[config.mk]
export PLATFORM = sky130hd
export DESIGN_NAME = flex_updown_counter
export DESIGN_NICKNAME = d
export VERILOG_FILES = /design/src/rtl/flex_updown_counter.sv
export SDC_FILE = /design/constraint.sdc
export NUM_CORES = 1
export LEC_CHECK = 0
export ABC_AREA = 1
export ABC_CLOCK_PERIOD_IN_PS = 2650
export CAP_MARGIN = 10
export CORE_ASPECT_RATIO = 0.9
export CORE_MARGIN = 2
export CORE_UTILIZATION = 53
export CTS_CLUSTER_DIAMETER = 120
export DETAILED_ROUTE_END_ITERATION = 10
export PLACE_DENSITY_LB_ADDON = 0.08
export SYNTH_ARGS = -nofsm -noshare
export SYNTH_HDL_FRONTEND = slang
export SYNTH_SLANG_ARGS = --single-unit
[constraint.sdc]
create_clock -name clk -period 2.65 [get_ports clk]
set_input_delay 0.265 -clock clk [delete_from_list [all_inputs] [get_ports clk]]
set_output_delay 0.265 -clock clk [all_outputs]
set_load 0.01 [all_outputs]
[src/rtl/flex_updown_counter.sv]
// flex_updown_counter: parametrised up/down counter with a count range of
// 1..rollover_val. It can wrap or saturate at the bounds, take a synchronous
// parallel load, and uses a prescaler to divide the enable rate. Every flag
// is registered, so each flag is aligned to the same cycle as count_out.
module flex_updown_counter #(
  parameter int NUM_CNT_BITS  = 4,
  parameter int PRESCALE_BITS = 4
) (
  input  logic                     clk,
  input  logic                     rst,
  input  logic                     clear,
  input  logic                     count_enable,
  input  logic                     count_down,
  input  logic                     sat_mode,
  input  logic                     load,
  input  logic [NUM_CNT_BITS-1:0]  load_val,
  input  logic [NUM_CNT_BITS-1:0]  rollover_val,
  input  logic [PRESCALE_BITS-1:0] prescale_val,
  output logic [NUM_CNT_BITS-1:0]  count_out,
  output logic                     rollover_flag,
  output logic                     wrap_pulse,
  output logic                     sat_flag
);

  localparam logic [NUM_CNT_BITS-1:0]  CNT_ONE   = NUM_CNT_BITS'(1);
  localparam logic [PRESCALE_BITS-1:0] PRESC_ONE = PRESCALE_BITS'(1);

  logic [NUM_CNT_BITS-1:0]  count_q, count_d;
  logic [PRESCALE_BITS-1:0] presc_q, presc_d;
  logic                     rollover_q, rollover_d;
  logic                     wrap_q, wrap_d;
  logic                     sat_q, sat_d;

  logic                     step;
  logic                     at_upper;
  logic                     at_lower;
  logic [NUM_CNT_BITS-1:0]  terminal;

  // A step happens only on an enabled cycle where the prescaler matches.
  // The match is an equality test, so if prescale_val is lowered below the
  // current prescaler value, the step waits until the prescaler wraps.
  assign step     = count_enable && (presc_q == prescale_val);
  assign at_upper = (count_q >= rollover_val);
  assign at_lower = (count_q <= CNT_ONE);
  assign terminal = count_down ? CNT_ONE : rollover_val;

  // Next-state logic. Priority per edge is clear > load > step > hold.
  always_comb begin
    // NOTE: every signal gets a default before any branch, so no path leaves
    // one unassigned. An unassigned path would infer a latch.
    count_d    = count_q;
    presc_d    = presc_q;
    wrap_d     = 1'b0;
    sat_d      = sat_q;
    rollover_d = rollover_q;

    if (clear) begin
      count_d    = '0;
      presc_d    = '0;
      sat_d      = 1'b0;
      rollover_d = 1'b0;
    end else begin
      if (load) begin
        count_d = load_val;
        presc_d = '0;
        sat_d   = 1'b0;
      end else if (count_enable) begin
        if (!step) begin
          presc_d = presc_q + PRESC_ONE;
        end else begin
          presc_d = '0;
          // +1 and -1 are applied only strictly inside the bounds, so the
          // count never overflows, even when a load left it out of range.
          // A step in wrap mode never blocks, so it clears sat_flag.
          unique case ({count_down, sat_mode})
            2'b00: begin
              sat_d = 1'b0;
              if (at_upper) begin
                count_d = CNT_ONE;
                wrap_d  = 1'b1;
              end else begin
                count_d = count_q + CNT_ONE;
              end
            end
            2'b01: begin
              if (at_upper) begin
                count_d = rollover_val;
                sat_d   = 1'b1;
              end else begin
                count_d = count_q + CNT_ONE;
                sat_d   = 1'b0;
              end
            end
            2'b10: begin
              sat_d = 1'b0;
              if (at_lower) begin
                count_d = rollover_val;
                wrap_d  = 1'b1;
              end else begin
                count_d = count_q - CNT_ONE;
              end
            end
            default: begin
              if (at_lower) begin
                sat_d = 1'b1;
              end else begin
                count_d = count_q - CNT_ONE;
                sat_d   = 1'b0;
              end
            end
          endcase
        end
      end
      // The flag tracks the next count against the direction sampled on
      // this edge, so it rises on the same edge the terminal value is reached.
      rollover_d = (count_d == terminal);
    end
  end

  // State register with asynchronous active-high reset.
  always_ff @(posedge clk or posedge rst) begin
    // NOTE: sequential state uses non-blocking assignments, so every
    // register samples the values it had before this clock edge.
    if (rst) begin
      count_q    <= '0;
      presc_q    <= '0;
      rollover_q <= 1'b0;
      wrap_q     <= 1'b0;
      sat_q      <= 1'b0;
    end else begin
      count_q    <= count_d;
      presc_q    <= presc_d;
      rollover_q <= rollover_d;
      wrap_q     <= wrap_d;
      sat_q      <= sat_d;
    end
  end

  assign count_out     = count_q;
  assign rollover_flag = rollover_q;
  assign wrap_pulse    = wrap_q;
  assign sat_flag      = sat_q;

endmodule

After elaboration in Yosys (flattened, before gate mapping)
Cells that the tools add are included.
Widths: inputs -> output; s select.
{"block": "totals", "regBits": 11, "word_cells": 48, "in_bits": 19, "output_inout_bits": 7}
{"block": "classes", "n_eq_ne": 4, "reduce_logical": 6, "magnitude_cmp": 2, "n_addsub": 3, "muxes": 28}
{"cell": "$mux 4", "n": 14}
{"cell": "$pmux 4 s3", "n": 1}
{"cell": "$mux 1", "n": 11}
{"cell": "$add 4x1->4 const B", "n": 2}
{"cell": "$eq 4x4->1", "n": 2}
{"cell": "$reduce_bool 3->1", "n": 2}
{"cell": "$ge 4x4->1", "n": 1}
{"cell": "$le 4x1->1 const B", "n": 1}
{"cell": "$pmux 1 s2", "n": 2}
{"cell": "$sub 4x1->4 const B", "n": 1}
{"cell": "$eq 2x1->1 const B", "n": 1}
{"cell": "$eq 2x2->1 const B", "n": 1}
{"cell": "$logic_not 2->1", "n": 1}
{"cell": "$reduce_and 2->1", "n": 1}
{"cell": "$reduce_or 2->1", "n": 1}
{"cell": "$logic_and 1x1->1", "n": 1}

Logic depth before layout (Yosys ltp)
Gate-level depths: netlist (run 1).
{"block": "depth", "word_depth": 9, "depth_mapped": 17, "mapped_depth_nobuf": 17}

Least setup slack after synthesis (run 1)
No wires, ideal clock.
{"block": "synth_path", "kind": "reg-to-reg", "startpoint": "register count_q[0], in the netlist count_out[0]", "endpoint": "register rollover_q, in the netlist rollover_flag", "n_path_buf": 0, "t_required_ps": 2579, "path_stages_with_launch": 16, "period_less_slack_ps": 1786, "arrival_ps": 1715, "slack_ps": 864, "setup_ps": 71, "cell_sequence": "dfrtp_1 > inv_1 > ha_1 > nand2_1 > inv_1 > nand2_1 > nand4_1 > inv_1 > nand2_1 > nand3_1 > nand2_1 > nand2_1 > nand2_1 > nand2_1 > nand3_1 > nor2_1"}
{"block": "synth_between", "elab_chain_cells": 9, "elab_cells_between_ends": 15, "classes_between": "add/sub (2); order compare (2); eq/ne (1); mux (10)"}
{"element": "start: declaration", "line_no": "28", "rtl": "logic [NUM_CNT_BITS-1:0] count_q, count_d;"}
{"element": "start signal: assignment", "line_no": "131", "rtl": "count_q <= count_d;"}
{"element": "$sub 4x1->4 (tied with other cells)", "line_no": "100, 107"}
{"element": "$mux 4, on equally long branches"}
{"element": "$pmux 4 s3", "line_no": "75", "rtl": "unique case ({count_down, sat_mode})"}
{"element": "$mux 4", "line_no": "68", "rtl": "if (!step) begin"}
{"element": "$mux 4 *", "line_no": "67", "rtl": "end else if (count_enable) begin"}
{"element": "$mux 4 *", "line_no": "63", "rtl": "if (load) begin"}
{"element": "$mux 4 *", "line_no": "57", "rtl": "if (clear) begin"}
{"element": "$eq 4x4->1 *", "line_no": "116", "rtl": "rollover_d = (count_d == terminal);"}
{"element": "$mux 1 *", "line_no": "57"}
{"element": "via rollover_d", "line_no": "30", "rtl": "logic rollover_q, rollover_d;"}
{"element": "end signal: assignment", "line_no": "133", "rtl": "rollover_q <= rollover_d;"}
{"element": "end: declaration", "line_no": "30"}
Mark *: on every way through the listed nets, which the timed path passes. The rest lies on a longest branch. The select of a mux whose other input is x is not followed.
A chain may end at the register's enable or synchronous reset.

Worst setup path in the final report (run 1)
Ends and elaborated chain as after synthesis.

==> results of run 1 <==
layout make-up:
cell class                      count  share of cell area, %
Tap cell                           25                  2.195
Multi-Input combinational cell    134                  50.39
Inverter                           33                  8.692
Clock buffer                        4                  1.844
Sequential cell                    11                  19.32
Timing Repair Buffer               25                  17.56
worst paths after layout:
kind | startpoint | end | slack, ns | cells after the start
setup / recovery | count_out[0] | rollover_flag | 0.44 | 15
hold / removal | rst | wrap_pulse | 0.29 | 2
setup reg to reg | count_out[0] | rollover_flag | 0.44 | 15
hold reg to reg | sat_flag | sat_flag | 0.51 | 2
max in group asynchronous | rst | count_out[2] | 2.09 | 2
min in group clk | sat_flag | sat_flag | 0.51 | 2
cells in the final DEF (no fill, tap or decap), drive strengths merged:
cell           netlist  final
nand2               63     63
inv                 32     32
clkdlybuf4s50        0     25
nor2                18     18
nand3               14     14
dfrtp               11     11
a21oi               11     11
ha                   8      8
o21ai                6      6
xor2                 4      4
nand4                4      4
clkbuf               0      4
nand3b               3      3
xnor2                1      1
clkinv               1      1
o21a                 1      1
o32ai                1      1
routing by layer:
layer	vias up	part of all wire (%)	track usage, %
met3	8	6.2	2.188
met1	555	46	35.38
met2	53	46	40.50
met4	0	1.8	8.205
met5	-	0	0
li1	613	-	-
power by group through the flow:
stage                     clock network [mW]  registers (mW)  logic (mW)
after floorplan                            0           0.187       0.104
after global placement                     0           0.188       0.160
after detailed placement                   0           0.188       0.165
after CTS                              0.110           0.185       0.167
after global routing                   0.123           0.186       0.189
final                                  0.108           0.185       0.167
kinds of logic after synthesis:
family | Yosys count | share of synthesized area (%)
flops | 11 | 24.42
fa+ha+maj | 8 | 8.879
buf+inv | 35 | 11.87
xor+xnor | 5 | 3.884
simple gates | 102 | 41.62
compound gates | 19 | 9.324
sequential cells by signal (all words and copies together), names as in the netlist:
register / flops
sat_flag: 1
wrap_pulse: 1
count_out: 4
presc_q: 4
rollover_flag: 1
per-stage QoR:
step                cell area, um2  setup slack [ns]  hold slack (ns)  util [%]  total power [mW]
floorplan                     1127            0.8639           0.1174         -            0.2907
global placement              1399            0.4587           0.4936     70.98            0.3475
detailed placement            1399            0.3242           0.4919     70.98            0.3531
CTS                           1425            0.4813           0.2957     72.32            0.4624
global route                  1425            0.1730           0.3174     72.32            0.4973
finish                        1425            0.4418           0.2855     72.32            0.4604
==> results by stage, run 1 <==
Power and ir drop:
- The part of the total power dissipated in combinational logic is 36.4%.
- The leakage power is 0.7502 nW.
- The switching part of the total power is 33.61%.
- The internal cell power is 305.7 uW.
- The sequential cell fraction of total power is 40.3%.
- IR analysis of the VDD net gives a maximum drop of 0.2532 mV.
- The clock network is responsible for 23.4% of the overall power.
- The total power per unit cell area is 323.1 nW/um2.
- Summed over all nets, the switching power comes to 154.7 uW.

Setup path:
- The maximum fanout count along the critical path is 8.
- The number of buffer and inverter instances along the worst setup path is 3.
- The critical path goes through inv_1, ha_1, nand2_1, inv_1, nand2_1, nand4_1, inv_1, nand2_1, nand3_1, nand2_1, nand2_1, nand2_1, nand2_1, nand3_1, nor2_1.
- The data arrival time at the worst-slack endpoint is 2.39 ns.
- The slowest cell on the critical path is sky130_fd_sc_hd__dfrtp_1.
- The type of origin of the critical path is a flip-flop.
- The cell family contributing the most delay on the critical path is simple AND/OR/NAND/NOR gates.
- In this design, the critical path's most frequently occurring cell is sky130_fd_sc_hd__nand2_1.
- The delay of the slowest cell on the worst path is 0.53 ns.
- The worst setup path is captured at a flip-flop.
- The setup path with the least slack is of type reg -> reg.
- The required arrival time at the worst endpoint is 2.83 ns.

STA:
- For the pin with the worst max-slew slack, the measured transition is 0.3847 ns.
- Across the routed clock network, the largest skew measured is 0.002905 ns.
- The final clock period utilization by the worst path is 83.33%.
- Measured against its own limit, the worst slew margin works out to 74.33%.
- The final hold violation count is 0.
- The final max-slew violation count was 0.
- Setup repair after global routing left no endpoint under its margin.
- Setup violations remaining at the end of the flow were counted as 0.
- The setup TNS after final layout is 0 ns.
- The clock period minus worst slack is 2.208 ns.
- The maximum achievable frequency is 452.9 MHz.

Die:
- The die width is 52.62 um.
- After floorplanning, the core was sized to cover 1971 um2.
- The starting density of the core is 57.21%.
- The chip height is 47.76 um.
- The die covers 2513 um2.
- 26 I/O pins were placed.
- In this run the core area contains 15 standard-cell rows.

Clock tree:
- The number of gates given a new drive strength after cts is 0.
- The post-CTS setup repair buffer count is 0.
- Buffers inserted to repair hold after CTS numbered 0.
- The CTS root buffer is sky130_fd_sc_hd__clkbuf_4.
- The post-CTS clock slew at the launch and capture registers of the worst setup and hold paths is 0.07 ns.
- The clock net in this run drives a total of 11 sinks.
- The number of H-tree levels is 1.
- The maximum buffer depth of the clock tree is 2.
- Clock tree synthesis inserted a total of 3 buffers.
- TritonCTS built the clock tree.
- For the worst-skew pair, the clock arrives at the later sink with an insertion delay of 0.25 ns.

Synthesis:
- In this run the mean area of a mapped cell was 6.263 um2.
- The most common cell in the netlist is sky130_fd_sc_hd__nand2_1.
- The total of warnings raised by yosys is 0.
- The count of cell types in the netlist is 24.
- The top cell type by area accounts for 24.42% of the synthesized area.
- The net count after synthesis is 207.
- Sorting the synthesized cells by area gives the leading types as sky130_fd_sc_hd__dfrtp_1 (24%), sky130_fd_sc_hd__nand2_1 (19%), sky130_fd_sc_hd__inv_1 (10%), sky130_fd_sc_hd__ha_1 (8.9%), sky130_fd_sc_hd__nand3_1 (5.3%).
- After synthesis the cells add up to 1127 um2.
- The cell accounting for the most synthesized area is sky130_fd_sc_hd__dfrtp_1.
- Counting instances in the post-synthesis netlist gives the leading cell types as sky130_fd_sc_hd__nand2_1 (58), sky130_fd_sc_hd__inv_1 (31), sky130_fd_sc_hd__nor2_1 (15), sky130_fd_sc_hd__nand3_1 (12), sky130_fd_sc_hd__dfrtp_1 (11).
- Counting flops with a built-in enable in the synthesized netlist gives 0.
- The async set-or-reset flop fraction in the synthesized netlist is 100.0%.
- The synthesized flop and latch total is 11.
- Synthesis handed over a netlist of 180 instances.
- For this run, the leading register cell type out of synthesis is sky130_fd_sc_hd__dfrtp_1.
- The sequential share of the synthesized area is 24.42%.

Drt:
- In the final routed layout, each cell accounts on average for 12.22 um.
- The routed wire length is 2834 um.
- The detailed router placed 1229 vias in this run.
- The detailed router's first-iteration violation count is 27.
- The count of TritonRoute iterations in the first routing pass is 4.
- Once detail routing completed, the nets flagged for antenna violations numbered 0.
- After detailed routing, the number of remaining DRC violations is 0.
- After detailed routing, the number of vias per cell comes to 5.297.

GRT:
- The wire length of the first global-routing pass is 4636 um.
- Summed over all layers, the global routing overflow is 0.
- The number of global-route vias before repair was 1093.
- The aggregate global-route resource usage is 24.88%.
- The number of antenna violations at the first check in global routing is 0.
- The pin count of the biggest net entering global routing is 12.

Finish:
- The ratio of cells with drive above 1 in the final layout is 7.729%.
- The number of antenna diodes in the final layout is 0.
- After the flow finishes, the layout carries non-filler instances totaling 232.
- After filler insertion, the fill cell instance count of the layout stands at 159.
- For this run, the post-layout net count is 235.
- The layout overhead on the synthesized area is 26.42%.
- The sequential cells in the finished layout cover a total of 275.3 um2.
- The footprint of the multi-input gates is 718.2 um2.

Placement:
- In this run, placement finished with an instance count of 228.
- Buffers placed on the I/O ports in this run total 25.
- The HPWL after detailed placement is 2266 um.
- The placer congestion estimate is 0.8948.

Flow run:
- The max-cap violation count is 0.

Status:
- The flow ran to the end, and the final reports show no timing, DRC or antenna violations.

Worst hold path:
- In this run the worst hold path is classified as in -> async.
(Power assumes the default switching activity.)
==> run 2: changes to the inputs <==
--- a/config.mk
+++ b/config.mk
@@ -6,11 +6,11 @@
 export NUM_CORES = 1
 export LEC_CHECK = 0
 export ABC_AREA = 1
-export ABC_CLOCK_PERIOD_IN_PS = 2650
+export ABC_CLOCK_PERIOD_IN_PS = 2000
 export CAP_MARGIN = 10
 export CORE_ASPECT_RATIO = 0.9
 export CORE_MARGIN = 2
-export CORE_UTILIZATION = 53
+export CORE_UTILIZATION = 45
 export CTS_CLUSTER_DIAMETER = 120
 export DETAILED_ROUTE_END_ITERATION = 10
 export PLACE_DENSITY_LB_ADDON = 0.08
==> constraint.sdc (replaced) <==
create_clock -name clk -period 2 [get_ports clk]
set_input_delay 0.2 -clock clk [delete_from_list [all_inputs] [get_ports clk]]
set_output_delay 0.2 -clock clk [all_outputs]
set_load 0.01 [all_outputs]
==> results by stage, run 2 (synthesis results as in run 1) <==
Clock tree:
- The number of buffers inserted during clock tree synthesis is 3 (unchanged).
- The number of H-tree levels came to 1 (unchanged).
- The post-CTS clock slew at the launch and capture registers of the worst setup and hold paths was 0.08 ns (about the same).
- The number of hold buffers added after cts is 0 (unchanged).
- The number of sinks on the clock net is 11 (unchanged).
- The later-pin clock latency in the skew report is 0.28 ns (+0.03 ns).
- The clock tree from TritonCTS is yes.
- The maximum buffer depth of the clock tree was 2 (unchanged).
- The cell sitting at the root of the clock tree is a sky130_fd_sc_hd__clkbuf_4.

Die:
- The area enclosed by the die boundary is 2922 um2 (+16%).
- The number of primary I/O pins is 26 (unchanged).
- The starting density of the core is 46.49% (-11 points).
- The chip height was 51.49 um (+7.8%).
- The die width is 56.76 um (+7.9%).
- The placeable core region was 2425 um2 (+23%).
- The number of rows created at floorplan was 17 (+2).

STA:
- The maximum achievable frequency is 523.1 MHz (+16%).
- The setup skew after layout is 0.002330 ns (-0.0005750 ns).
- The final clock period utilization by the worst path is 95.58% (+12 points).
- The number of setup violations in the final report is 0 (unchanged).
- The setup TNS after final layout is 0 ns (unchanged).
- The clock period minus worst slack is 1.912 ns (-0.2967 ns).
- The slew at the pin with the worst max-slew slack is 0.4474 ns (+0.06274 ns).
- The worst max-slew margin expressed relative to the limit came to 70.14% (-4.2 points).
- The final max-slew violation count is 0 (unchanged).
- The final hold violation count came to 0 (unchanged).

Drt:
- The remaining antenna violation count was 0 (unchanged).
- The met3 routed wirelength is 133 um (-24%).
- The count of TritonRoute iterations in the first routing pass is 4 (unchanged).
- The via density per instance is 5.116 (-3.4%).
- The routed length on met1 is 1333 um (+2.9%).
- The detail-routed net length per standard cell is 12.63 um (+3.4%).
- The routed length on met2 is 1651 um (+26%).
- The highest layer touched by signal routing is met4.
- The routed wire length is 3171 um (+12%).
- The total via count in the routed design is 1284 (+4.5%).
- The number of remaining DRC errors is 0 (unchanged).
- The detailed router's first-iteration violation count is 62 (+130%).

Placement:
- The cell area after placement is 1485 um2 (+6.2%).
- The total placed cells including tap cells is 242 (+6.1%).
- The number of buffers added on ports is 25 (unchanged).
- The HPWL after detailed placement was 2480 um (+9.4%).
- The placer congestion estimate came to 0.8967 (+0.21%).

Setup path:
- The worst setup path is launched from a flip-flop.
- The most common cell type on the critical path is sky130_fd_sc_hd__nand2_1.
- The number of buffer and inverter instances along the worst setup path is 2 (-1).
- The required arrival time at the worst endpoint is 2.21 ns (-0.62 ns).
- The critical path class is reg -> reg.
- The kind of cell adding the most delay to the critical path is simple AND/OR/NAND/NOR gates.
- Traced cell by cell, the critical path runs through inv_4, ha_1, inv_1, nand2_1, nand2_4, nand2_1, nand2_1, nand2_1, nand2_1, nor2_1, nand2_1, nand2_2, nand2_2, a21oi_2, nand3_1, nor2_1.
- The slowest cell on the critical path is sky130_fd_sc_hd__dfrtp_2.
- The worst setup path is captured at a flip-flop.
- The maximum fanout count along the critical path came to 5 (-3).
- The launch point of the worst path is count_out[1].
- In this run the critical register-to-register path is launched from count_out[1].
- The data arrival time at the worst-slack endpoint is 2.12 ns (-0.27 ns).
- The delay of the slowest cell on the worst path was 0.46 ns (-0.07 ns).

GRT:
- The number of antenna violations at the first check in global routing is 0 (unchanged).
- The wire length of the first global-routing pass is 5050 um (+8.9%).
- The number of global-route vias before repair came to 1169 (+7.0%).
- The aggregate global-route resource usage is 22.40% (-2.5 points).
- The pin count of the biggest net entering global routing is 12 (unchanged).
- The global-route congestion overflow total is 0 (unchanged).

Finish:
- The post-route non-filler standard cell count is 251 (+8.2%).
- The diode insertion count for antenna repair is 0 (unchanged).
- The summed area of non-filler cells in the final layout is 1645 um2 (+15%).
- Leaving out fill and tap cells, the most frequent cell in the layout is sky130_fd_sc_hd__nand2_1.
- The ratio of cells with drive above 1 in the final layout is 23.32% (+16 points).
- Leaving out fill and tap cells, the most frequent cells in the layout are sky130_fd_sc_hd__nand2_1 (51), sky130_fd_sc_hd__inv_1 (26), sky130_fd_sc_hd__clkdlybuf4s50_1 (24).
- Compared with the post-synthesis result, the final layout area differs by 45.95%.
- The final net count came to 251 (+6.8%).
- The utilization after layout is 67.85% (-4.5 points).

Power and ir drop:
- The leakage power came to 0.8417 nW (+12%).
- The total power per unit cell area is 420.5 nW/um2 (+30%).
- The part of the total power dissipated in combinational logic is 41.9% (+5.5 points).
- The internal cell power is 444.4 uW (+45%).
- The largest voltage drop on the vdd net is 0.2801 mV (+11%).
- The sequential cell fraction of total power came to 34.6% (-5.7 points).
- The switching part of the total power was 35.76% (+2.2 points).
- The part of the power in the clock network came to 23.5% (about the same).
- The power after layout is 691.9 uW (+50%).
- The net switching component of the power is 247.4 uW (+60%).

Status:
- The flow ran to the end, and the final reports show no timing, DRC or antenna violations.

Worst hold path:
- The tightest min-delay check is of the in -> async type.

Flow run:
- The max-cap violation count came to 0 (unchanged).
run 2: changes by cell type in the layout (fill, tap and decap cells not counted), sizes merged:
cell,delta
buf,+16
clkdlybuf4s50,-1
dlymetal6s2s,+1
run 2: per-stage QoR:
stage	worst slack [ns]	hold slack, ns
after detailed placement	-0.2365	0.4757
final	0.08846	0.2220
after global routing	-0.09068	0.2578
after floorplan	0.2139	0.05244
after CTS	0.05229	0.2435
after global placement	-0.1503	0.4643
run 2: worst paths after layout:
path	endpoint	slack, ns	cells past startpoint
hold reg to reg	sat_flag	0.49	2
max in group asynchronous	count_out[1]	1.45	2
setup reg to reg	rollover_flag	0.09	16
min in group clk	sat_flag	0.49	2
hold / removal	presc_q[2]	0.22	2
setup / recovery	rollover_flag	0.09	16
run 2: repair_timing:
| item | in CTS | in global routing |
|---|---|---|
| setup buffers | 0 | 5 |
| setup endpoints to repair | 0 | 1 |
| gates resized for setup | 0 | 26 |
run 2: final cells by class:
type                    instances  area, um2
multi-input cells             134      808.3
fillers                       229      779.5
repair buffers                 41      372.9
flip-flops and latches         11      276.5
inverters                      33      126.4
well taps                      28      35.03
clock buffers                   4      26.28
run 2: routing by layer:
| layer | GRT usage, % | vias up |
|---|---|---|
| met4 | 8.140 | 0 |
| met1 | 28.55 | 596 |
| met5 | 0 | - |
| met2 | 39.34 | 33 |
| li1 | - | 649 |
| met3 | 2.278 | 6 |
run 2: power groups by stage:
| stage | clock (mW) | combinational (mW) | sequential [mW] |
|---|---|---|---|
| after CTS | 0.166 | 0.251 | 0.237 |
| after floorplan | 0 | 0.138 | 0.247 |
| after detailed placement | 0 | 0.250 | 0.241 |
| final | 0.163 | 0.290 | 0.239 |
| after global routing | 0.173 | 0.326 | 0.240 |
| after global placement | 0 | 0.243 | 0.242 |
==> run 3: changes to the inputs <==
==> constraint.sdc (replaced) <==
create_clock -name clk -period 2 [get_ports clk]
set_input_delay 0.2 -clock clk [delete_from_list [all_inputs] [get_ports clk]]
set_output_delay 0.2 -clock clk [all_outputs]
set_load 0.005 [all_outputs]
==> results of run 3 <==
Same layout as run 2 (identical final DEF). Status: complete, no violations.
Among the figures that moved: total power 0.6919 mW -> 0.6895 mW; worst IR drop on VDD 0.2801 mV -> 0.2794 mV
